===== src/rtl/fwft_pkt_reader_if.sv =====
// Bundles the FWFT FIFO read side and the outgoing stream of fwft_pkt_reader.
// master = the reader (pops the FIFO, drives the stream); slave = FIFO + sink.
interface fwft_pkt_reader_if #(
  parameter int DATA_WIDTH = 32,
  parameter int CNT_WIDTH  = 11
);
  logic [DATA_WIDTH-1:0] fifo_dout_i;
  logic                  fifo_empty_i;
  logic [CNT_WIDTH-1:0]  fifo_num_i;
  logic                  fifo_rd_en_o;
  logic [DATA_WIDTH-1:0] m_tdata_o;
  logic                  m_tvalid_o;
  logic                  m_tready_i;
  logic                  m_tlast_o;
  logic                  m_tuser_o;

  modport master (
    input  fifo_dout_i, fifo_empty_i, fifo_num_i, m_tready_i,
    output fifo_rd_en_o, m_tdata_o, m_tvalid_o, m_tlast_o, m_tuser_o
  );

  modport slave (
    output fifo_dout_i, fifo_empty_i, fifo_num_i, m_tready_i,
    input  fifo_rd_en_o, m_tdata_o, m_tvalid_o, m_tlast_o, m_tuser_o
  );
endinterface


===== src/rtl/fwft_pkt_reader.sv =====
// Waits for a full packet in an FWFT FIFO, emits a tagged header word, then
// streams PKT_LEN payload words straight from the FIFO head.
module fwft_pkt_reader #(
  parameter int          DATA_WIDTH = 32,
  parameter int          PKT_LEN    = 256,
  parameter int          CNT_WIDTH  = 11,
  parameter logic [15:0] HEAD_TAG   = 16'h5AA5
) (
  input  logic                    clk_i,
  input  logic                    rst_n_i,
  fwft_pkt_reader_if.master       bus,
  output logic                    busy_o,
  output logic                    err_underrun_o
);

  typedef enum logic [1:0] {IDLE, HEAD, PAYLOAD} state_t;

  localparam logic [31:0] PKT_LEN_U = 32'(PKT_LEN);
  localparam logic [15:0] LAST_IDX  = 16'(PKT_LEN - 1);
  localparam int          HDR_BITS  = (DATA_WIDTH < 32) ? DATA_WIDTH : 32;

  state_t      state_q, state_d;
  logic [15:0] cnt_q, cnt_d;
  logic [15:0] seq_q, seq_d;
  logic        err_q, err_d;

  logic        pkt_ready;
  logic        pay_valid;
  logic        pay_last;
  logic        pop;

  // Header is {tag, seq}, zero-extended or truncated to the stream width.
  function automatic logic [DATA_WIDTH-1:0] header_word(input logic [15:0] seq);
    logic [31:0]           raw;
    logic [DATA_WIDTH-1:0] w;
    raw = {HEAD_TAG, seq};
    w   = '0;
    w[HDR_BITS-1:0] = raw[HDR_BITS-1:0];
    return w;
  endfunction

  assign pkt_ready = (32'(bus.fifo_num_i) >= PKT_LEN_U) && !bus.fifo_empty_i;
  assign pay_valid = (state_q == PAYLOAD) && !bus.fifo_empty_i;
  assign pay_last  = pay_valid && (cnt_q == LAST_IDX);
  assign pop       = pay_valid && bus.m_tready_i;

  always_comb begin
    bus.m_tvalid_o   = 1'b0;
    bus.m_tuser_o    = 1'b0;
    bus.m_tlast_o    = 1'b0;
    bus.m_tdata_o    = '0;
    bus.fifo_rd_en_o = 1'b0;
    case (state_q)
      HEAD: begin
        bus.m_tvalid_o = 1'b1;
        bus.m_tuser_o  = 1'b1;
        bus.m_tdata_o  = header_word(seq_q);
      end
      PAYLOAD: begin
        bus.m_tvalid_o   = pay_valid;
        bus.m_tlast_o    = pay_last;
        bus.m_tdata_o    = bus.fifo_dout_i;
        bus.fifo_rd_en_o = pop;
      end
      default: ;
    endcase
  end

  always_comb begin
    state_d = state_q;
    cnt_d   = cnt_q;
    seq_d   = seq_q;
    err_d   = err_q;
    case (state_q)
      IDLE: begin
        if (pkt_ready) state_d = HEAD;
      end
      HEAD: begin
        if (bus.m_tready_i) begin
          state_d = PAYLOAD;
          cnt_d   = '0;
        end
      end
      PAYLOAD: begin
        if (bus.fifo_empty_i) err_d = 1'b1;
        if (pop) begin
          cnt_d = cnt_q + 16'd1;
          if (pay_last) begin
            seq_d   = seq_q + 16'd1;
            state_d = IDLE;
          end
        end
      end
      default: state_d = IDLE;
    endcase
  end

  always_ff @(posedge clk_i or negedge rst_n_i) begin
    if (!rst_n_i) begin
      state_q <= IDLE;
      cnt_q   <= '0;
      seq_q   <= '0;
      err_q   <= 1'b0;
    end else begin
      state_q <= state_d;
      cnt_q   <= cnt_d;
      seq_q   <= seq_d;
      err_q   <= err_d;
    end
  end

  assign busy_o         = (state_q != IDLE);
  assign err_underrun_o = err_q;

endmodule


===== src/flat_wrapper.sv =====
// flat-port wrapper written by rule: the top's interface ports become plain ports
module fwft_pkt_reader_flat 
#(
  parameter int          DATA_WIDTH = 32,
  parameter int          PKT_LEN    = 256,
  parameter int          CNT_WIDTH  = 11,
  parameter logic [15:0] HEAD_TAG   = 16'h5AA5
)
  (clk_i, rst_n_i, busy_o, err_underrun_o, bus_fifo_dout_i, bus_fifo_empty_i, bus_fifo_num_i, bus_m_tready_i, bus_fifo_rd_en_o, bus_m_tdata_o, bus_m_tvalid_o, bus_m_tlast_o, bus_m_tuser_o);
  fwft_pkt_reader_if #(.DATA_WIDTH(DATA_WIDTH), .CNT_WIDTH(CNT_WIDTH)) bus_i ();
  input  logic clk_i;
  input  logic rst_n_i;
  output logic busy_o;
  output logic err_underrun_o;
  input wire logic [$bits(bus_i.fifo_dout_i)-1:0] bus_fifo_dout_i;
  input wire logic [$bits(bus_i.fifo_empty_i)-1:0] bus_fifo_empty_i;
  input wire logic [$bits(bus_i.fifo_num_i)-1:0] bus_fifo_num_i;
  input wire logic [$bits(bus_i.m_tready_i)-1:0] bus_m_tready_i;
  output wire logic [$bits(bus_i.fifo_rd_en_o)-1:0] bus_fifo_rd_en_o;
  output wire logic [$bits(bus_i.m_tdata_o)-1:0] bus_m_tdata_o;
  output wire logic [$bits(bus_i.m_tvalid_o)-1:0] bus_m_tvalid_o;
  output wire logic [$bits(bus_i.m_tlast_o)-1:0] bus_m_tlast_o;
  output wire logic [$bits(bus_i.m_tuser_o)-1:0] bus_m_tuser_o;
  assign bus_i.fifo_dout_i = bus_fifo_dout_i;
  assign bus_i.fifo_empty_i = bus_fifo_empty_i;
  assign bus_i.fifo_num_i = bus_fifo_num_i;
  assign bus_i.m_tready_i = bus_m_tready_i;
  assign bus_fifo_rd_en_o = bus_i.fifo_rd_en_o;
  assign bus_m_tdata_o = bus_i.m_tdata_o;
  assign bus_m_tvalid_o = bus_i.m_tvalid_o;
  assign bus_m_tlast_o = bus_i.m_tlast_o;
  assign bus_m_tuser_o = bus_i.m_tuser_o;
  fwft_pkt_reader #(.DATA_WIDTH(DATA_WIDTH), .PKT_LEN(PKT_LEN), .CNT_WIDTH(CNT_WIDTH), .HEAD_TAG(HEAD_TAG)) u_core (.clk_i(clk_i), .rst_n_i(rst_n_i), .bus(bus_i), .busy_o(busy_o), .err_underrun_o(err_underrun_o));
endmodule

===== config.mk =====
export PLATFORM = sky130hd
export DESIGN_NAME = fwft_pkt_reader_flat
export DESIGN_NICKNAME = d
export VERILOG_FILES = /design/src/rtl/fwft_pkt_reader_if.sv /design/src/rtl/fwft_pkt_reader.sv /design/src/flat_wrapper.sv
export SDC_FILE = /design/constraint.sdc
export NUM_CORES = 1
export LEC_CHECK = 0
export CORE_UTILIZATION = 45
export CTS_CLUSTER_DIAMETER = 80
export DETAILED_ROUTE_END_ITERATION = 6
export PLACE_DENSITY = 0.87
export SYNTH_ARGS = -nofsm -noshare
export SYNTH_HDL_FRONTEND = slang
export SYNTH_SLANG_ARGS = --single-unit

===== constraint.sdc =====
create_clock -name clk_i -period 2.95 [get_ports clk_i]
set_input_delay 0.59 -clock clk_i [delete_from_list [all_inputs] [get_ports clk_i]]
set_output_delay 0.59 -clock clk_i [all_outputs]
set_load 0.05 [all_outputs]

# Word-level counts from Yosys, hierarchy flattened

Index checks and enable logic that the tools add are counted.

Reductions and logical operators: 12
Multiplexer cells: 13
Equal/unequal tests: 7
Add/subtract/negate cells: 2
Order comparisons: 1

Operators with widths:

| operator              | number |
|---|---|
| $pmux 32 s2           | 1 |
| $add 16x1->16 const B | 2 |
| $mux 16               | 2 |
| $pmux 16 s2           | 1 |
| $eq 16x8->1 const B   | 1 |
| $ge 11x9->1 const B   | 1 |
| $mux 2                | 4 |
| $ne 2x1->1 const B    | 3 |
| $pmux 2 s3            | 1 |
| $reduce_and 3->1      | 2 |
| $logic_and 1x1->1     | 4 |
| $reduce_and 4->1      | 1 |
| $reduce_bool 2->1     | 2 |
| $mux 1                | 3 |
| $eq 2x1->1 const B    | 1 |
| $eq 2x2->1 const B    | 1 |
| $logic_not 2->1       | 1 |
| $ne 2x2->1 const B    | 1 |
| $pmux 1 s2            | 1 |
| $reduce_and 2->1      | 1 |
| $logic_not 1->1       | 1 |

Register bits after elaboration: 35

# Longest topological paths before layout

Depth in word-level cells: 6
Mapped depth: 8
Gate-level depth less buffers: 8

# Least setup slack after synthesis

Ideal clock, no wire load.

Path kind: register to output
Start point: reg u_core.state_q[1]
End point: out bus_m_tdata_o[11]
Data arrival time: 2.165 ns
Setup slack: 0.195 ns
Cell stages (with the launch flop): 7
Cells stage by stage: dfrtp_1 -> inv_1 -> ha_1 -> and2_1 -> clkbuf_1 -> clkbuf_1 -> a22o_1

Cells in the longest elaborated chain, start to end: 2

RTL lines:

| what                                            | line                   | RTL |
|---|---|---|
| start, declared                                 | fwft_pkt_reader.sv:22  | `state_t state_q, state_d;` |
| start signal, assigned                          | fwft_pkt_reader.sv:105 | `state_q <= state_d;` |
| $eq 2x2->1 / $eq 2x1->1 (equally long branches) | fwft_pkt_reader.sv:53  | `case (state_q)` |
| $pmux 32 s2 (*)                                 | fwft_pkt_reader.sv:53  |  |
| end, declared                                   | flat_wrapper.sv:20     | `output wire logic [$bits(bus_i.m_tdata_o)-1:0] bus_m_tdata_o;` |

Every way passes the cells marked *; elsewhere a longest branch is shown, timed or not.

# Worst setup path in the final report

Start point: reg u_core.cnt_q[0]
End point: out bus_m_tlast_o

Cells in the longest elaborated chain, start to end: 3

RTL lines:

| what                   | line                   | RTL |
|---|---|---|
| start, declared        | fwft_pkt_reader.sv:23  | `logic [15:0] cnt_q, cnt_d;` |
| start signal, assigned | fwft_pkt_reader.sv:106 | `cnt_q <= cnt_d;` |
| $eq 16x8->1            | fwft_pkt_reader.sv:44  | `assign pay_last = pay_valid && (cnt_q == LAST_IDX);` |
| $logic_and 1x1->1      | fwft_pkt_reader.sv:44  |  |
| $mux 1                 | fwft_pkt_reader.sv:53  |  |
| end, declared          | flat_wrapper.sv:22     | `output wire logic [$bits(bus_i.m_tlast_o)-1:0] bus_m_tlast_o;` |

No other way between the ends.

==> flow_summary_export.csv <==
group,metric,value,unit
pwr,p_leak,1.628,nW
worst_setup_path,timing.rr.start,"u_core.state_q[0]$_DFFE_PN0P_",
pwr,irDropWorstVdd,0.0006912,V
timing,rsz0062_at_grt,"false",
global_route,grt_start_max_net_pins,36,
synth,yosys_most_used_dff,"dfrtp_1",
worst_setup_path,setup.worst_path.start,"u_core.cnt_q[0]$_DFFE_PN0P_",
worst_setup_path,critPathRequiredTime,2.36,ns
worst_hold_path,hold_depth,1,
timing,skew,0.01154,ns
synth,synth-edff-count,0,
timing,clock.fmax,381.1,MHz
clock_tree,numCtsBuffers,5,
worst_hold_path,hp-class,"reg -> reg",
worst_setup_path,critPathKind,"reg -> out",
route,vias_per_cell,5.738,
pwr,p_per_area,695.1,nW/um^2
timing,fin_ws,0.3258,ns
floorplanning,rows,25,
worst_setup_path,end_kind,"output port",
clock_tree,cts_sinks,35,
floorplanning,num_io_pins,85,
placed_design,dp_slack,0.4278,ns
finish,mostFrequentLayoutCells,"clkdlybuf4s50_1, dfrtp_1, buf_12",
clock_tree,cts_max_level,2,
finish,n_antenna_cell,0,
global_route,grt_pass1_wl,9991,microns
synth,synth_compound_area_share,17.97,%
floorplanning,die_h,74.42,microns
timing,fin_crit_sh,88.96,%
run_status,run_status,"finished clean",
global_route,grt_pass1_vias,2161,
clock_tree,clk_pin_slew_worst_paths,0.07,ns
finish,area_delta_synth_final,48.89,%
synth,async_flop_share,100.0,%
finish,nNetsFinal,369,
worst_setup_path,worstPathArrival,2.03,ns
floorplanning,die_x,74.42,microns
timing,setup_tns,0,ns
clock_tree,cts_tree,"yes",
timing,hold_violations,0,
timing,relSlewSlack,57.95,%
synth,ys_ff_latch,35,
placed_design,port-buffer-count,76,
worst_setup_path,endpoint,"bus_m_tlast_o",
route,first_pass_iters,4,
global_route,grt_usage,23.55,%
clock_tree,cts.path.max_buffers,2,
route,antenna_left,0,
synth,syn_inst,242,
route,num_vias,2209,
synth,netlist_area,2360,sq um
worst_setup_path,ff2ff_setup_slack,0.72,ns
synth,synthMuxAreaShare,3.659,%
synth,synth-simple-area-share,28.79,%
route,drt-initial-drc-count,178,
synth,yosys.cell_types.count,42,
placed_design,gp_congestion,0.8932,
timing,period_minus_slack,2.624,ns
route,wl,5991,microns
placed_design,dp_hpwl,4544,microns
synth,synth_top_family_by_area,"simple AND/OR/NAND/NOR gates",
synth,synth_nets,294,
worst_setup_path,cp_max_fo,5,
flow_run,maxCapViolCount,0,
floorplanning,dieArea,5538,sq um
floorplanning,core_area,4880,sq um
route,route.detailed.drc,0,
synth,yosysWarningCount,0,
worst_setup_path,cp-start-kind,"flop",
synth,ys_seq_area_share,37.12,%
synth,yosys.area_share.adder,2.651,%
timing,drv_slew,0,
worst_setup_path,r2r_cells,7,
clock_tree,cts-root-buf,"clkbuf_8",
clock_tree,clock_insertion_delay_worst_skew,0.29,ns
route,routedWlPerCell,15.56,microns
finish,mostFrequentLayoutCell,"clkdlybuf4s50_1",
clock_tree,cts_setup_buffers,0,
clock_tree,cts_resized,0,
global_route,overflow,0,
floorplanning,start_util,48.36,%
synth,avgSynthCellArea,9.751,sq um
timing,worst_pin_slew,0.6259,ns
clock_tree,cts_hold_buf,0,
global_route,antenna_found_initial,0,
worst_setup_path,r2r-end,"u_core.cnt_q[12]$_DFFE_PN0P_",
finish,drive_above_1_share,22.01,%
timing,setup_viol_count_final,0,
synth,synth_xor_area_share,5.567,%
-- metrics by stage --
| stage | util (%) | std cells | total power, mW | hold slack [ns] | instance area, sq um |
|---|---|---|---|---|---|
| floorplan | - | 242 | 1.421 | 0.2944 | 2360 |
| global placement | 70.26 | 377 | 2.087 | 0.4394 | 3428 |
| detailed placement | 70.26 | 377 | 2.113 | 0.4723 | 3428 |
| CTS | 72.00 | 385 | 2.456 | 0.4891 | 3513 |
| global route | 72.00 | 385 | 2.558 | 0.5006 | 3513 |
| finish | 72.00 | 385 | 2.442 | 0.4877 | 3513 |
-- Yosys cell counts (6+ instances only) --
cell type  number  area share, %
dfrtp_1        35             37
a22o_1         25            9.3
nand2_1        16            2.5
and3_1         12            3.2
nand3_1        12            2.5
a21o_1         10            3.2
inv_1          10            1.6
o21ai_0        10            2.1
xor2_1         10            3.7
clkbuf_1        8            1.3
nor3_2          8            3.4
nand4_1         7            1.9
nor3_1          7            1.5
and2_1          6            1.6
nor2_1          6           0.95
-- kinds of logic (layout without fill, tap and decap cells) --
family | after synthesis | count (layout)
flops | 35 | 35
compound gates | 56 | 56
fa+ha+maj | 5 | 5
mux | 8 | 8
buf+inv | 23 | 99
xor+xnor | 15 | 15
simple gates | 100 | 100
-- critical path: stages (launching register included) --
cell and delay (ns):
dfrtp_1 0.42, ha_1 0.24, and4_1 0.33, and4_1 0.38, and2_1 0.23, buf_12 0.15
-- how the worst min path moves through the flow --
stage	from	to	slack [ns]
after floorplan	rst_n_i	u_core.cnt_q[0]$_DFFE_PN0P_	0.29
after global placement	u_core.err_underrun_o$_DFFE_PN0P_	u_core.err_underrun_o$_DFFE_PN0P_	0.44
after detailed placement	u_core.err_underrun_o$_DFFE_PN0P_	u_core.err_underrun_o$_DFFE_PN0P_	0.47
after CTS	u_core.err_underrun_o$_DFFE_PN0P_	u_core.err_underrun_o$_DFFE_PN0P_	0.49
after global routing	u_core.err_underrun_o$_DFFE_PN0P_	u_core.err_underrun_o$_DFFE_PN0P_	0.50
final	u_core.err_underrun_o$_DFFE_PN0P_	u_core.err_underrun_o$_DFFE_PN0P_	0.49
-- power by group --
part / switching [mW] / internal, mW / leakage [nW]
Sequential: 0.0262 / 0.504 / 0.470
Clock: 0.174 / 0.165 / 0.0412
Combinational: 0.914 / 0.659 / 1.12
Total: 1.11 / 1.33 / 1.63
-- routing by layer --
layer	vias up	wire length, microns	track usage (%)
met1	1049	2594	32.24
li1	1056	-	-
met3	2	401	5.556
met5	-	0	0
met2	102	2968	37.94
met4	0	27	5.451
-- flip-flops by register name, summed over array words and instances, names as in the netlist --
| register | cells |
|---|---|
| u_core.state_q | 2 |
| u_core.cnt_q | 16 |
| u_core.err_underrun_o | 1 |
| u_core.seq_q | 16 |
-- cell type report --
type / count / area, sq um
inverter: 11 / 43.79
clock buffer: 6 / 72.57
multi-input combinational: 184 / 1384
tap: 67 / 83.83
fill: 348 / 1366
timing repair buffer: 80 / 1041
sequential: 35 / 875.8
clock inverter: 2 / 12.51
Note: power is estimated with default switching activity, not from simulation.
